File: config.mk
export PLATFORM = sky130hd
export DESIGN_NAME = sm_step_gen_flat
export DESIGN_NICKNAME = d
export VERILOG_FILES = /design/src/rtl/sm_step_gen_if.sv /design/src/rtl/sm_step_gen.sv /design/src/flat_wrapper.sv
export SDC_FILE = /design/constraint.sdc
export NUM_CORES = 1
export LEC_CHECK = 0
export ABC_AREA = 1
export CAP_MARGIN = 20
export CORE_MARGIN = 3
export CORE_UTILIZATION = 60
export CTS_CLUSTER_SIZE = 40
export DETAILED_ROUTE_END_ITERATION = 8
export GPL_TIMING_DRIVEN = 0
export PLACE_DENSITY = 0.86
export SYNTH_ARGS = -nofsm -noshare
export SYNTH_HDL_FRONTEND = slang
export SYNTH_SLANG_ARGS = --single-unit
File: constraint.sdc
create_clock -name clk -period 4.7 [get_ports clk]
set_input_delay 0.47 -clock clk [delete_from_list [all_inputs] [get_ports clk]]
set_output_delay 0.47 -clock clk [all_outputs]
set_load 0.01 [all_outputs]
File: src/rtl/sm_step_gen_if.sv
// Command/status bundle between a motion controller
// and the multi-channel step pulse generator.
interface sm_step_gen_if #(
    parameter int CH    = 2,
    parameter int CNT_W = 16,
    parameter int PER_W = 16
);
    logic                   enable;
    logic [CH-1:0]          cmd_valid;
    logic [CH-1:0]          cmd_ready;
    logic [CH*CNT_W-1:0]    cmd_steps;
    logic [CH*PER_W-1:0]    cmd_period;
    logic [CH-1:0]          cmd_dir;
    logic [CH-1:0]          abort;
    logic [CH-1:0]          step;
    logic [CH-1:0]          dir;
    logic [CH-1:0]          busy;
    logic [CH-1:0]          done;
    logic [CH*CNT_W-1:0]    remaining;

    modport master (
        output enable, cmd_valid, cmd_steps, cmd_period,
        output cmd_dir, abort,
        input  cmd_ready, step, dir, busy, done, remaining
    );

    modport slave (
        input  enable, cmd_valid, cmd_steps, cmd_period,
        input  cmd_dir, abort,
        output cmd_ready, step, dir, busy, done, remaining
    );
endinterface

File: src/rtl/sm_step_gen.sv
// Multi-channel stepper pulse train generator: each channel
// emits N pulses of HI_CYC high time at a P-cycle period.
module sm_step_gen #(
    parameter int CH     = 2,
    parameter int CNT_W  = 16,
    parameter int PER_W  = 16,
    parameter int HI_CYC = 4
) (
    input  logic         clk,
    input  logic         rst,
    sm_step_gen_if.slave bus
);
    typedef enum logic [1:0] {
        IDLE = 2'd0,
        HIGH = 2'd1,
        LOW  = 2'd2
    } st_t;

    localparam logic [PER_W-1:0] HI_LEN  = PER_W'(HI_CYC);
    localparam logic [PER_W-1:0] HI_LAST = PER_W'(HI_CYC - 1);
    localparam logic [PER_W-1:0] P_MIN   = PER_W'(HI_CYC + 1);

    st_t              st_q   [CH];
    st_t              st_d   [CH];
    logic [PER_W-1:0] cnt_q  [CH];
    logic [PER_W-1:0] cnt_d  [CH];
    logic [PER_W-1:0] low_q  [CH];
    logic [PER_W-1:0] low_d  [CH];
    logic [CNT_W-1:0] rem_q  [CH];
    logic [CNT_W-1:0] rem_d  [CH];
    logic             dir_q  [CH];
    logic             dir_d  [CH];
    logic             done_q [CH];
    logic             done_d [CH];
    logic [PER_W-1:0] per_c  [CH];
    logic [CNT_W-1:0] n_c    [CH];

    always_ff @(posedge clk) begin
        for (int c = 0; c < CH; c++) begin
            if (rst) begin
                st_q[c]   <= IDLE;
                cnt_q[c]  <= '0;
                low_q[c]  <= '0;
                rem_q[c]  <= '0;
                dir_q[c]  <= 1'b0;
                done_q[c] <= 1'b0;
            end else begin
                st_q[c]   <= st_d[c];
                cnt_q[c]  <= cnt_d[c];
                low_q[c]  <= low_d[c];
                rem_q[c]  <= rem_d[c];
                dir_q[c]  <= dir_d[c];
                done_q[c] <= done_d[c];
            end
        end
    end

    always_comb begin
        for (int c = 0; c < CH; c++) begin
            st_d[c]   = st_q[c];
            cnt_d[c]  = cnt_q[c];
            low_d[c]  = low_q[c];
            rem_d[c]  = rem_q[c];
            dir_d[c]  = dir_q[c];
            done_d[c] = 1'b0;
            n_c[c]    = bus.cmd_steps[c*CNT_W +: CNT_W];
            per_c[c]  = bus.cmd_period[c*PER_W +: PER_W];
            if (per_c[c] < P_MIN)
                per_c[c] = P_MIN;

            // abort bypasses enable so a paused axis can still be stopped
            if (bus.abort[c] && st_q[c] != IDLE) begin
                st_d[c]   = IDLE;
                done_d[c] = 1'b1;
            end else if (bus.enable) begin
                unique case (st_q[c])
                    IDLE: begin
                        if (bus.cmd_valid[c]) begin
                            dir_d[c] = bus.cmd_dir[c];
                            low_d[c] = per_c[c] - HI_LEN;
                            cnt_d[c] = '0;
                            if (n_c[c] == '0) begin
                                rem_d[c]  = '0;
                                done_d[c] = 1'b1;
                            end else begin
                                rem_d[c] = n_c[c] - 1'b1;
                                st_d[c]  = HIGH;
                            end
                        end
                    end
                    HIGH: begin
                        if (cnt_q[c] == HI_LAST) begin
                            st_d[c]  = LOW;
                            cnt_d[c] = '0;
                        end else begin
                            cnt_d[c] = cnt_q[c] + 1'b1;
                        end
                    end
                    LOW: begin
                        if (cnt_q[c] == low_q[c] - 1'b1) begin
                            cnt_d[c] = '0;
                            if (rem_q[c] != '0) begin
                                st_d[c]  = HIGH;
                                rem_d[c] = rem_q[c] - 1'b1;
                            end else begin
                                st_d[c]   = IDLE;
                                done_d[c] = 1'b1;
                            end
                        end else begin
                            cnt_d[c] = cnt_q[c] + 1'b1;
                        end
                    end
                    default: st_d[c] = IDLE;
                endcase
            end
        end
    end

    always_comb begin
        bus.cmd_ready = '0;
        bus.step      = '0;
        bus.dir       = '0;
        bus.busy      = '0;
        bus.done      = '0;
        bus.remaining = '0;
        for (int c = 0; c < CH; c++) begin
            bus.cmd_ready[c] = (st_q[c] == IDLE) && !rst;
            bus.step[c]      = (st_q[c] == HIGH);
            bus.dir[c]       = dir_q[c];
            bus.busy[c]      = (st_q[c] != IDLE);
            bus.done[c]      = done_q[c];
            bus.remaining[c*CNT_W +: CNT_W] = rem_q[c];
        end
    end
endmodule

File: src/flat_wrapper.sv
// flat-port wrapper written by rule: the top's interface ports become plain ports
module sm_step_gen_flat 
#(
    parameter int CH     = 2,
    parameter int CNT_W  = 16,
    parameter int PER_W  = 16,
    parameter int HI_CYC = 4
)
  (clk, rst, bus_enable, bus_cmd_valid, bus_cmd_steps, bus_cmd_period, bus_cmd_dir, bus_abort, bus_cmd_ready, bus_step, bus_dir, bus_busy, bus_done, bus_remaining);
  sm_step_gen_if #(.CH(CH), .CNT_W(CNT_W), .PER_W(PER_W)) bus_i ();
  input  logic clk;
  input  logic rst;
  input wire logic [$bits(bus_i.enable)-1:0] bus_enable;
  input wire logic [$bits(bus_i.cmd_valid)-1:0] bus_cmd_valid;
  input wire logic [$bits(bus_i.cmd_steps)-1:0] bus_cmd_steps;
  input wire logic [$bits(bus_i.cmd_period)-1:0] bus_cmd_period;
  input wire logic [$bits(bus_i.cmd_dir)-1:0] bus_cmd_dir;
  input wire logic [$bits(bus_i.abort)-1:0] bus_abort;
  output wire logic [$bits(bus_i.cmd_ready)-1:0] bus_cmd_ready;
  output wire logic [$bits(bus_i.step)-1:0] bus_step;
  output wire logic [$bits(bus_i.dir)-1:0] bus_dir;
  output wire logic [$bits(bus_i.busy)-1:0] bus_busy;
  output wire logic [$bits(bus_i.done)-1:0] bus_done;
  output wire logic [$bits(bus_i.remaining)-1:0] bus_remaining;
  assign bus_i.enable = bus_enable;
  assign bus_i.cmd_valid = bus_cmd_valid;
  assign bus_i.cmd_steps = bus_cmd_steps;
  assign bus_i.cmd_period = bus_cmd_period;
  assign bus_i.cmd_dir = bus_cmd_dir;
  assign bus_i.abort = bus_abort;
  assign bus_cmd_ready = bus_i.cmd_ready;
  assign bus_step = bus_i.step;
  assign bus_dir = bus_i.dir;
  assign bus_busy = bus_i.busy;
  assign bus_done = bus_i.done;
  assign bus_remaining = bus_i.remaining;
  sm_step_gen #(.CH(CH), .CNT_W(CNT_W), .PER_W(PER_W), .HI_CYC(HI_CYC)) u_core (.clk(clk), .rst(rst), .bus(bus_i));
endmodule
== Word level (Yosys, flattened, before mapping) ==
Memories as Yosys holds them, arrays and structs flattened.
Cells that the tools add are included.

* Register bits after elaboration: 0
* Bits in writable memories: 104
* Bits of input ports: 73
* Output and inout bits: 42
* Logic and storage cells: 140
* Memories kept: 6

* Add/sub/neg operators: 10
* Order comparisons: 2
* Eq/ne operators: 8
* Multiplexer cells: 89
* Bitwise operators: 12
* Reductions and logical operators: 13

{| class="wikitable"
|+ Memory list
! name !! depth !! width !! read ports !! clocked after Yosys merged registers in !! write ports !! RTL line !! text
|-
| u_core.cnt_q || 2 || 16 || 2 || 0 || 2 || sm_step_gen.sv:25 || <nowiki>logic [PER_W-1:0] cnt_q [CH];</nowiki>
|-
| u_core.low_q || 2 || 16 || 2 || 0 || 2 || sm_step_gen.sv:27 || <nowiki>logic [PER_W-1:0] low_q [CH];</nowiki>
|-
| u_core.rem_q || 2 || 16 || 2 || 0 || 2 || sm_step_gen.sv:29 || <nowiki>logic [CNT_W-1:0] rem_q [CH];</nowiki>
|-
| u_core.st_q || 2 || 2 || 2 || 0 || 2 || sm_step_gen.sv:23 || <nowiki>st_t st_q [CH];</nowiki>
|-
| u_core.dir_q || 2 || 1 || 2 || 0 || 2 || sm_step_gen.sv:31 || <nowiki>logic dir_q [CH];</nowiki>
|-
| u_core.done_q || 2 || 1 || 2 || 0 || 2 || sm_step_gen.sv:33 || <nowiki>logic done_q [CH];</nowiki>
|}

{| class="wikitable"
|+ Operators with widths
! cell !! number
|-
| 2-to-1 mux 16 bit || 38
|-
| case mux 16 bit (3 select lines) || 2
|-
| subtractor 16 x 1 -> 16 bit, second input constant || 6
|-
| case mux 16 bit (2 select lines) || 2
|-
| adder 16 x 1 -> 16 bit, second input constant || 2
|-
| equality test 16 bit || 2
|-
| equality test 16 x 2 -> 1 bit, second input constant || 2
|-
| zero test 16 bit || 2
|-
| less-than comparator 16 x 3 -> 1 bit, second input constant || 2
|-
| nonzero test 16 bit || 2
|-
| subtractor 16 x 3 -> 16 bit, second input constant || 2
|-
| 2-to-1 mux 1 bit || 29
|-
| 2-to-1 mux 2 bit || 14
|-
| OR 1 bit || 12
|-
| case mux 2 bit (3 select lines) || 2
|-
| equality test 2 x 1 -> 1 bit, second input constant || 2
|-
| equality test 2 bit, second input constant || 2
|-
| logical AND 1 bit || 4
|-
| zero test 2 bit || 2
|-
| case mux 1 bit (2 select lines) || 2
|-
| nonzero test 2 bit || 2
|-
| zero test 1 bit || 1
|}

== Depth between registers and ports, before layout ==
Gate-level depths: netlist of the first run.

* Word-level depth: 8
* Gate-level depth with buffers: 18
* Mapped depth without buffers: 18

== Least setup slack after synthesis of the first run ==
No wires, ideal clock.

* Kind: input to register
* Start: in bus_cmd_period[2]
* End: mem u_core.low_q[0][14]
* Library setup time: 0.115 ns
* Arrival time: 1.973 ns
* Required time: 4.585 ns
* Slack: 2.611 ns
* Cell stages on the path: 13
* Buffers on the path: 0
* Cell sequence: inv_1 -> o2111ai_1 -> nand2_1 -> inv_1 -> ha_1 -> nand3_1 -> nor2_1 -> nand2_1 -> nor2_1 -> nand3_1 -> xnor2_1 -> o21ai_0 -> inv_1

{| class="wikitable"
|+ RTL lines
! element !! RTL line !! text
|-
| from (decl) || flat_wrapper.sv:16 || <nowiki>input wire logic [$bits(bus_i.cmd_period)-1:0] bus_cmd_period;</nowiki>
|-
| to (decl) || sm_step_gen.sv:27 ||
|}

== Worst setup path in the final report of the first run ==
* Start: in rst
* End: out bus_cmd_ready[1]

* Word-level cells in the longest chain between the ends: 2

{| class="wikitable"
|+ RTL lines
! element !! RTL line !! text
|-
| from (decl) || flat_wrapper.sv:12 || <nowiki>input logic rst;</nowiki>
|-
| zero test 1 bit || sm_step_gen.sv:127 || <nowiki>bus.cmd_ready[c] = (st_q[c] == IDLE) && !rst;</nowiki>
|-
| logical AND 1 bit || sm_step_gen.sv:127 ||
|-
| to (decl) || flat_wrapper.sv:19 || <nowiki>output wire logic [$bits(bus_i.cmd_ready)-1:0] bus_cmd_ready;</nowiki>
|}

Every way passes these cells.

==> summary.md, run 1 <==
| Metric | Value |
|---|---|
| Count of hold-fix buffers inserted at cts | `0` |
| Share of the yosys chip area belonging to registers | `0.2528` |
| Minimum setup slack after placement | `1616 ps` |
| Worst-path fanout max | `10` |
| Total routed wirelength | `22810 um` |
| Horizontal extent of the die | `123.1 um` |
| Multi-input gate area in the final layout | `5271 sq um` |
| HPWL after detailed placement | `17660 um` |
| Number of synthesized register bits | `104` |
| Wire length of the first global-routing pass | `38130 um` |
| Post-DP Area | `9595 sq um` |
| Number of DRC violations after detailed-routing iteration 0 | `806` |
| TritonRoute pass-1 iters | `5` |
| Upper clock frequency limit | `325.7 MHz` |
| Total Routing Usage GR | `0.3086` |
| Warning count from the yosys run | `0` |
| R2r worst-path depth | `10` |
| Time the worst path needs with I/O delays and setup | `3070 ps` |
| Vias per cell | `5.493` |
| Number of H-tree levels | `3` |
| Post-CTS Setup Bufs | `0` |
| WP data required | `4230 ps` |
| Pin count of the biggest net entering global routing | `17` |
| Via count of the first global-routing pass | `8521` |
| Worst setup SP type | `primary input` |
| Area of the mapped netlist | `8234 sq um` |
| Count of flip-flops with a built-in enable after synthesis | `0` |
| Period Utilization, post-route | `0.6532` |
| Layout overhead on the synthesized area | `20.56%` |
| Clock latency of the later-clocked register in the worst-skew pair | `360 ps` |
| Worst rel slew slack | `0.4281` |
| Worst min path class | `flop to flop` |
| Clock-pin slew on the worst setup and hold paths | `70 ps` |
| Outcome | `complete, no violations` |
| Final antenna-violating net count | `0` |
| CTS root buf | `sky130_fd_sc_hd__clkbuf_16` |
| Top Ports | `115` |
| Leak pwr | `0.004410 uW` |
| Setup TNS | `0 ps` |
| Number of gates resized after CTS | `0` |
| Number of hold-slack violations in the final timing report | `0` |
| Number of distinct library cells after synthesis | `46` |
| Most used cells in the layout excluding fill and tap cells | `sky130_fd_sc_hd__nand2_1, sky130_fd_sc_hd__nor2_1, sky130_fd_sc_hd__inv_1` |
| Total CTS buffers | `9` |
| Most common library cell in the layout ignoring fill and taps | `sky130_fd_sc_hd__nand2_1` |
| Final net count | `1563` |
| Critical register-to-register path endpoint | `u_core.cnt_q[1][14]$_SDFFE_PP0P_` |
| Total overflow reported by the global router | `0` |
| Core area | `13350 sq um` |
| Register-to-register path setup slack | `2060 ps` |
| Final weighted congestion of routability-driven global placement | `0.9854` |
| Share of synthesized flip-flops with an asynchronous set or reset | `0` |
| Layout filler cell count | `1199` |
| Net Count, Synth | `1438` |
| Overall die area | `15160 sq um` |
| Actual slew at the worst max-slew pin | `851.3 ps` |
| Synthesized area per cell | `6.113 sq um` |
| Total number of vias | `9080` |
| TritonCTS clock tree | `yes` |
| RSZ-0062 raised after global routing | `false` |
| Reg2Reg Launch Point | `u_core.st_q[1][0]$_SDFFE_PP0P_` |
| Setup Crit Path Kind | `primary input to primary output` |
| Post-detailed-route DRC marker count | `0` |
| Final Skew | `8.214 ps` |
| Nature of the critical path endpoint | `primary output` |
| Setup ws final | `1630 ps` |
| Sequential Area | `2082 sq um` |
| Number of antenna violations at the first check in global routing | `0` |
| Critical Path Sink | `bus_cmd_ready[1]` |
| Cell area after layout | `9927 sq um` |
| Routed length per placed instance | `13.80 um` |
| Fin util | `0.7437` |
| Pwr/cell area | `363.9 nW/um^2` |
| Final Slew Violations | `0` |
| Sink count of the clock tree | `104` |
| Fraction of final layout cells with drive strength greater than 1 | `0.05349` |
| Final number of setup-violating endpoints | `0` |
| # Max-Cap Violations | `0` |
| Most used flip-flop cell after synthesis | `sky130_fd_sc_hd__dfxtp_1` |
| Starting density of the core | `0.6169` |
| Number of standard-cell rows in the floorplan | `42` |
| Count of port buffers added during placement | `114` |
| Data arrival time at the worst-slack endpoint | `2600 ps` |
| Origin of the worst setup path | `rst` |
| Buffers from clock root to sink, at most | `2` |
| Antenna diode instance count | `0` |
| Vertical extent of the die | `123.1 um` |
| Synthesized netlist cell count | `1347` |
| IR drop worst, VDD | `198.8 uV` |
| Total chip power | `3612 uW` |
-- cells in the mapped netlist (10+ instances only) --
master                     count  area share
sky130_fd_sc_hd__nand2_1     298        0.14
sky130_fd_sc_hd__nor2_1      187       0.085
sky130_fd_sc_hd__inv_1       159       0.072
sky130_fd_sc_hd__nand3_1     118       0.072
sky130_fd_sc_hd__dfxtp_1     104        0.25
sky130_fd_sc_hd__a21oi_1      91       0.055
sky130_fd_sc_hd__o21ai_0      68       0.041
sky130_fd_sc_hd__xor2_1       57       0.061
sky130_fd_sc_hd__xnor2_1      41       0.044
sky130_fd_sc_hd__clkbuf_1     28       0.013
sky130_fd_sc_hd__nor3_1       26       0.016
sky130_fd_sc_hd__nand4_1      24       0.018
sky130_fd_sc_hd__ha_1         18       0.027
sky130_fd_sc_hd__nand3b_1     12       0.011
sky130_fd_sc_hd__nor2_2       11      0.0084
sky130_fd_sc_hd__buf_2        10      0.0061
-- power by group --
group | internal (uW) | switching (uW)
Clock | 495 | 348
Combinational | 657 | 1000
Sequential | 986 | 122
Total | 2140 | 1470
-- area by class of cell --
type | instances | area share
Clock buffer | 11 | 0.02546
Multi-Input combinational cell | 1026 | 0.5310
Timing Repair Buffer | 114 | 0.1149
Buffer | 51 | 0.02584
Inverter | 166 | 0.06289
Clock inverter | 5 | 0.007941
Sequential cell | 104 | 0.2097
Tap cell | 176 | 0.02218
-- metrics by stage --
| stage | hold WS, ps | cells |
|---|---|---|
| 2_1_floorplan | 445.7 | 1347 |
| 3_3_place_gp | 461.1 | 1637 |
| 3_5_place_dp | 469.4 | 1637 |
| 4_1_cts | 482.6 | 1653 |
| 5_1_grt | 513.2 | 1653 |
| 6_report | 473.6 | 1653 |
-- critical path, stage by stage --
cell	delay, ps
sky130_fd_sc_hd__clkdlybuf4s50_1	490
sky130_fd_sc_hd__clkbuf_1	490
sky130_fd_sc_hd__clkbuf_1	540
sky130_fd_sc_hd__nor2_1	100
sky130_fd_sc_hd__clkdlybuf4s50_1	500
-- registers in the layout, summed over array words and instances, names as in the netlist --
register and flops:
u_core.done_q 2, u_core.st_q 4, u_core.low_q 32, u_core.cnt_q 32
u_core.rem_q 32, u_core.dir_q 2
-- per-layer routing --
| layer | global-route usage | vias to the layer above | wire (um) |
|---|---|---|---|
| li1 | - | 4591 | - |
| met1 | 0.3784 | 4158 | 9694 |
| met2 | 0.5450 | 292 | 11330 |
| met3 | 0.04758 | 39 | 1310 |
| met4 | 0.1135 | 0 | 476 |
| met5 | 0 | - | 0 |
-- logic make-up (layout without fill, tap and decap cells) --
kind of cell	Yosys count	count (layout)	synth area share
AOI/OAI and AO/OA	200	200	0.1308
xor gates and xnor gates	98	98	0.1042
DFF	104	104	0.2528
buffers and inverters	217	347	0.1070
adders and majority gates	18	18	0.02735
and+or+nand+nor	710	710	0.3778
-- worst min path at each step --
stage | startpoint | to | slack [ps] | cells past startpoint
floorplan | u_core.dir_q[1]$_SDFFE_PP0P_ | u_core.dir_q[1]$_SDFFE_PP0P_ | 450 | 2
global placement | u_core.dir_q[1]$_SDFFE_PP0P_ | u_core.dir_q[1]$_SDFFE_PP0P_ | 460 | 2
detailed placement | u_core.rem_q[0][1]$_SDFFE_PP0P_ | u_core.rem_q[0][1]$_SDFFE_PP0P_ | 470 | 2
CTS | u_core.dir_q[1]$_SDFFE_PP0P_ | u_core.dir_q[1]$_SDFFE_PP0P_ | 480 | 2
global route | u_core.dir_q[1]$_SDFFE_PP0P_ | u_core.dir_q[1]$_SDFFE_PP0P_ | 510 | 2
finish | u_core.dir_q[1]$_SDFFE_PP0P_ | u_core.dir_q[1]$_SDFFE_PP0P_ | 470 | 2
Power figures use the tool's default switching activity.
==> inputs of run 2 (changes only) <==
Settings changed: CORE_UTILIZATION 60 to 51, PLACE_DENSITY 0.86 to 0.78.
Clock period 4.7 ns to 2.8 ns, I/O delays scaled along.
==> summary.md, run 2 (synthesis results as in run 1) <==
| Metric | Value |
|---|---|
| Outcome | `complete, no violations` |
| P_sw | `2453 uW (+66%)` |
| Worst-path fanout max | `10 (unchanged)` |
| Layout filler cell count | `1453 (+21%)` |
| Most common library cell in the layout ignoring fill and taps | `sky130_fd_sc_hd__nand2_1` |
| Worst min path class | `flop to flop` |
| Final weighted congestion of routability-driven global placement | `0.9703 (-1.5%)` |
| WP data required | `3090 ps (-1140 ps)` |
| Total routed wirelength | `22600 um (-0.94%)` |
| Wire length of the first global-routing pass | `37330 um (-2.1%)` |
| Post-detailed-route DRC marker count | `0 (unchanged)` |
| Worst setup SP type | `flop` |
| TritonRoute pass-1 iters | `6 (+1)` |
| Antenna diode instance count | `0 (unchanged)` |
| Total number of vias | `8891 (-2.1%)` |
| Number of standard-cell rows in the floorplan | `45 (+7.1%)` |
| Total overflow reported by the global router | `0 (unchanged)` |
| Hold wc startpoint | `u_core.dir_q[1]$_SDFFE_PP0P_` |
| Post-Route Hold Slack | `472.3 ps (-1.304 ps)` |
| RSZ-0062 raised after global routing | `false` |
| Vias per cell | `5.267 (-4.1%)` |
| Cell area after layout | `9941 sq um (+0.14%)` |
| Slowest library cell on the worst path | `sky130_fd_sc_hd__nor2_1` |
| Period Utilization, post-route | `0.9264` |
| Post-DP Area | `9639 sq um (+0.46%)` |
| Starting density of the core | `0.5318 (-0.08509)` |
| Clock-pin slew on the worst setup and hold paths | `70 ps (about the same)` |
| Sequential power share | `0.315 (+0.008)` |
| Cell type with the highest occurrence count on the critical path | `sky130_fd_sc_hd__nand3_1` |
| Final Skew | `8.121 ps (-0.09340 ps)` |
| Routed length per placed instance | `13.39 um (-3.0%)` |
| Number of cells on the worst hold path | `2 (unchanged)` |
| Actual slew at the worst max-slew pin | `798.3 ps (-52.98 ps)` |
| Final antenna-violating net count | `0 (unchanged)` |
| Data arrival time at the worst-slack endpoint | `2880 ps (+280 ps)` |
| Via count of the first global-routing pass | `7964 (-6.5%)` |
| Switching part of the total power | `0.4137 (+0.005493)` |
| R2r worst-path depth | `9 (-1)` |
| Total CTS buffers | `9 (unchanged)` |
| Sequence of cells on the critical path | `inv_1 > ha_1 > clkinv_1 > nand2_1 > nand3_1 > nor2_1 > buf_2 > nand3_1 > a21oi_1` |
| Clock network fraction of design power | `0.220 (-0.014)` |
| Pwr/cell area | `596.5 nW/um^2 (+64%)` |
| Vertical extent of the die | `133.1 um (+8.1%)` |
| Core area | `15480 sq um (+16%)` |
| TritonCTS clock tree | `yes` |
| Number of standard cells in the layout, taps in and fillers out | `1688 (+2.1%)` |
| Final Slew Violations | `0 (unchanged)` |
| Fin util | `0.6420 (-0.1017)` |
| Count of port buffers added during placement | `114 (unchanged)` |
| Time the worst path needs with I/O delays and setup | `2594 ps` |
| Horizontal extent of the die | `133.1 um (+8.1%)` |
| Worst rel slew slack | `0.4637 (+0.03559)` |
| Top Registers | `u_core.cnt_q (32), u_core.low_q (32), u_core.rem_q (32)` |
| Upper clock frequency limit | `385.5 MHz` |
| Layout overhead on the synthesized area | `20.73%` |
| Reg2Reg Launch Point | `u_core.st_q[0][1]$_SDFFE_PP0P_` |
| Final net count | `1563 (unchanged)` |
| CTS root buf | `sky130_fd_sc_hd__clkbuf_16` |
| Clock latency of the later-clocked register in the worst-skew pair | `360 ps (about the same)` |
| Post-CTS Setup Bufs | `0 (unchanged)` |
| Register-to-register path setup slack | `210 ps (-1850 ps)` |
| Total Routing Usage GR | `0.2508 (-0.05785)` |
| Pin count of the biggest net entering global routing | `17 (unchanged)` |
| Buffers from clock root to sink, at most | `2 (unchanged)` |
| Cell count after placement | `1672 (+2.1%)` |
| Setup Crit Path Kind | `flop to flop` |
| Fraction of final layout cells with drive strength greater than 1 | `0.05281 (-0.0006770)` |
| Setup TNS | `0 ps (unchanged)` |
| Top Ports | `115 (unchanged)` |
| Overall die area | `17710 sq um (+17%)` |
| Number of antenna violations at the first check in global routing | `0 (unchanged)` |
| # Max-Cap Violations | `0 (unchanged)` |
| CP max stage delay | `500 ps (-40 ps)` |
| Number of hold-slack violations in the final timing report | `0 (unchanged)` |
| HPWL after detailed placement | `17830 um (+0.93%)` |
| Leak pwr | `0.004386 uW (-0.53%)` |
| Critical register-to-register path endpoint | `u_core.cnt_q[0][3]$_SDFFE_PP0P_` |
| Hold path endpoint | `u_core.dir_q[1]$_SDFFE_PP0P_` |
| Nature of the critical path endpoint | `flop` |
| Gate power share | `0.465 (+0.005)` |
| Cell-internal power | `3477 uW (+63%)` |
| Number of H-tree levels | `3 (unchanged)` |
| Most used cells in the layout excluding fill and tap cells | `sky130_fd_sc_hd__nand2_1, sky130_fd_sc_hd__nor2_1, sky130_fd_sc_hd__inv_1` |
| Sink count of the clock tree | `104 (unchanged)` |
| IR drop worst, VDD | `413.7 uV (+110%)` |
| Number of DRC violations after detailed-routing iteration 0 | `596 (-26%)` |
| Final number of setup-violating endpoints | `0 (unchanged)` |
==> run 2: cell types whose count changed in the layout (fill, tap and decap cells not counted) <==
cell	change
sky130_fd_sc_hd__bufinv_16	-1
sky130_fd_sc_hd__clkinvlp_4	+2
sky130_fd_sc_hd__clkinv_2	-2
sky130_fd_sc_hd__clkbuf_2	+1
sky130_fd_sc_hd__clkbuf_1	+1
sky130_fd_sc_hd__clkbuf_8	-1
==> run 2: how the worst max path moves through the flow <==
stage | from | end
2_1_floorplan | u_core.low_q[0][0]$_SDFFE_PP0P_ | u_core.cnt_q[0][1]$_SDFFE_PP0P_
3_3_place_gp | rst | bus_cmd_ready[1]
3_5_place_dp | rst | bus_cmd_ready[0]
4_1_cts | rst | bus_cmd_ready[0]
5_1_grt | u_core.st_q[1][0]$_SDFFE_PP0P_ | u_core.cnt_q[1][8]$_SDFFE_PP0P_
6_report | u_core.st_q[0][1]$_SDFFE_PP0P_ | u_core.cnt_q[0][3]$_SDFFE_PP0P_
==> run 2: final cells by class <==
cell class	instances	area [sq um]	share of cell area
Sequential cell	104	2082	0.2094
Buffer	51	257.7	0.02593
Timing Repair Buffer	114	1141	0.1148
Multi-Input combinational cell	1026	5271	0.5303
Tap cell	211	264.0	0.02656
Clock buffer	12	246.5	0.02480
Inverter	166	624.3	0.06281
Clock inverter	4	53.80	0.005412
==> run 2: timing repair <==
item / CTS / global route
endpoints found under the setup margin: 1 / 0
resized for setup: 1 / 0
hold buffers: 0 / 0
==> run 2: layer usage <==
layer / GRT usage / vias to the layer above / routed length (um)
li1: - / 4594 / -
met3: 0.03954 / 37 / 1131
met1: 0.3258 / 4006 / 10090
met4: 0.07102 / 0 / 448
met2: 0.4300 / 254 / 10930
met5: 0 / - / 0
==> run 2: through the flow <==
stage	worst slack [ps]	power [uW]
final	206.1	5930
after global routing	42.21	6372
after CTS	191.2	5916
after detailed placement	17.55	4614
after global placement	26.24	4566
after floorplan	787.1	3751
==> run 2: power by group through the flow <==
stage | clock, uW | sequential [uW] | combinational, uW
after floorplan | 0 | 1890 | 1870
after global placement | 0 | 1900 | 2670
after detailed placement | 0 | 1900 | 2720
after CTS | 1320 | 1860 | 2730
after global routing | 1380 | 1890 | 3100
final | 1310 | 1870 | 2760
==> run 2: critical path: cells and delay by family (launching register included) <==
kind / cells / cell delay, ps
AOI/OAI and AO/OA: 1 / 150
adders and majority gates: 1 / 220
buffers and inverters: 3 / 710
DFF: 1 / 330
and+or+nand+nor: 4 / 1110
==> inputs of run 3 (changes only) <==
Settings changed: SLEW_MARGIN from default to 20.
==> results of run 3 <==
No change in the layout: final DEF, timing and power equal those of run 2.
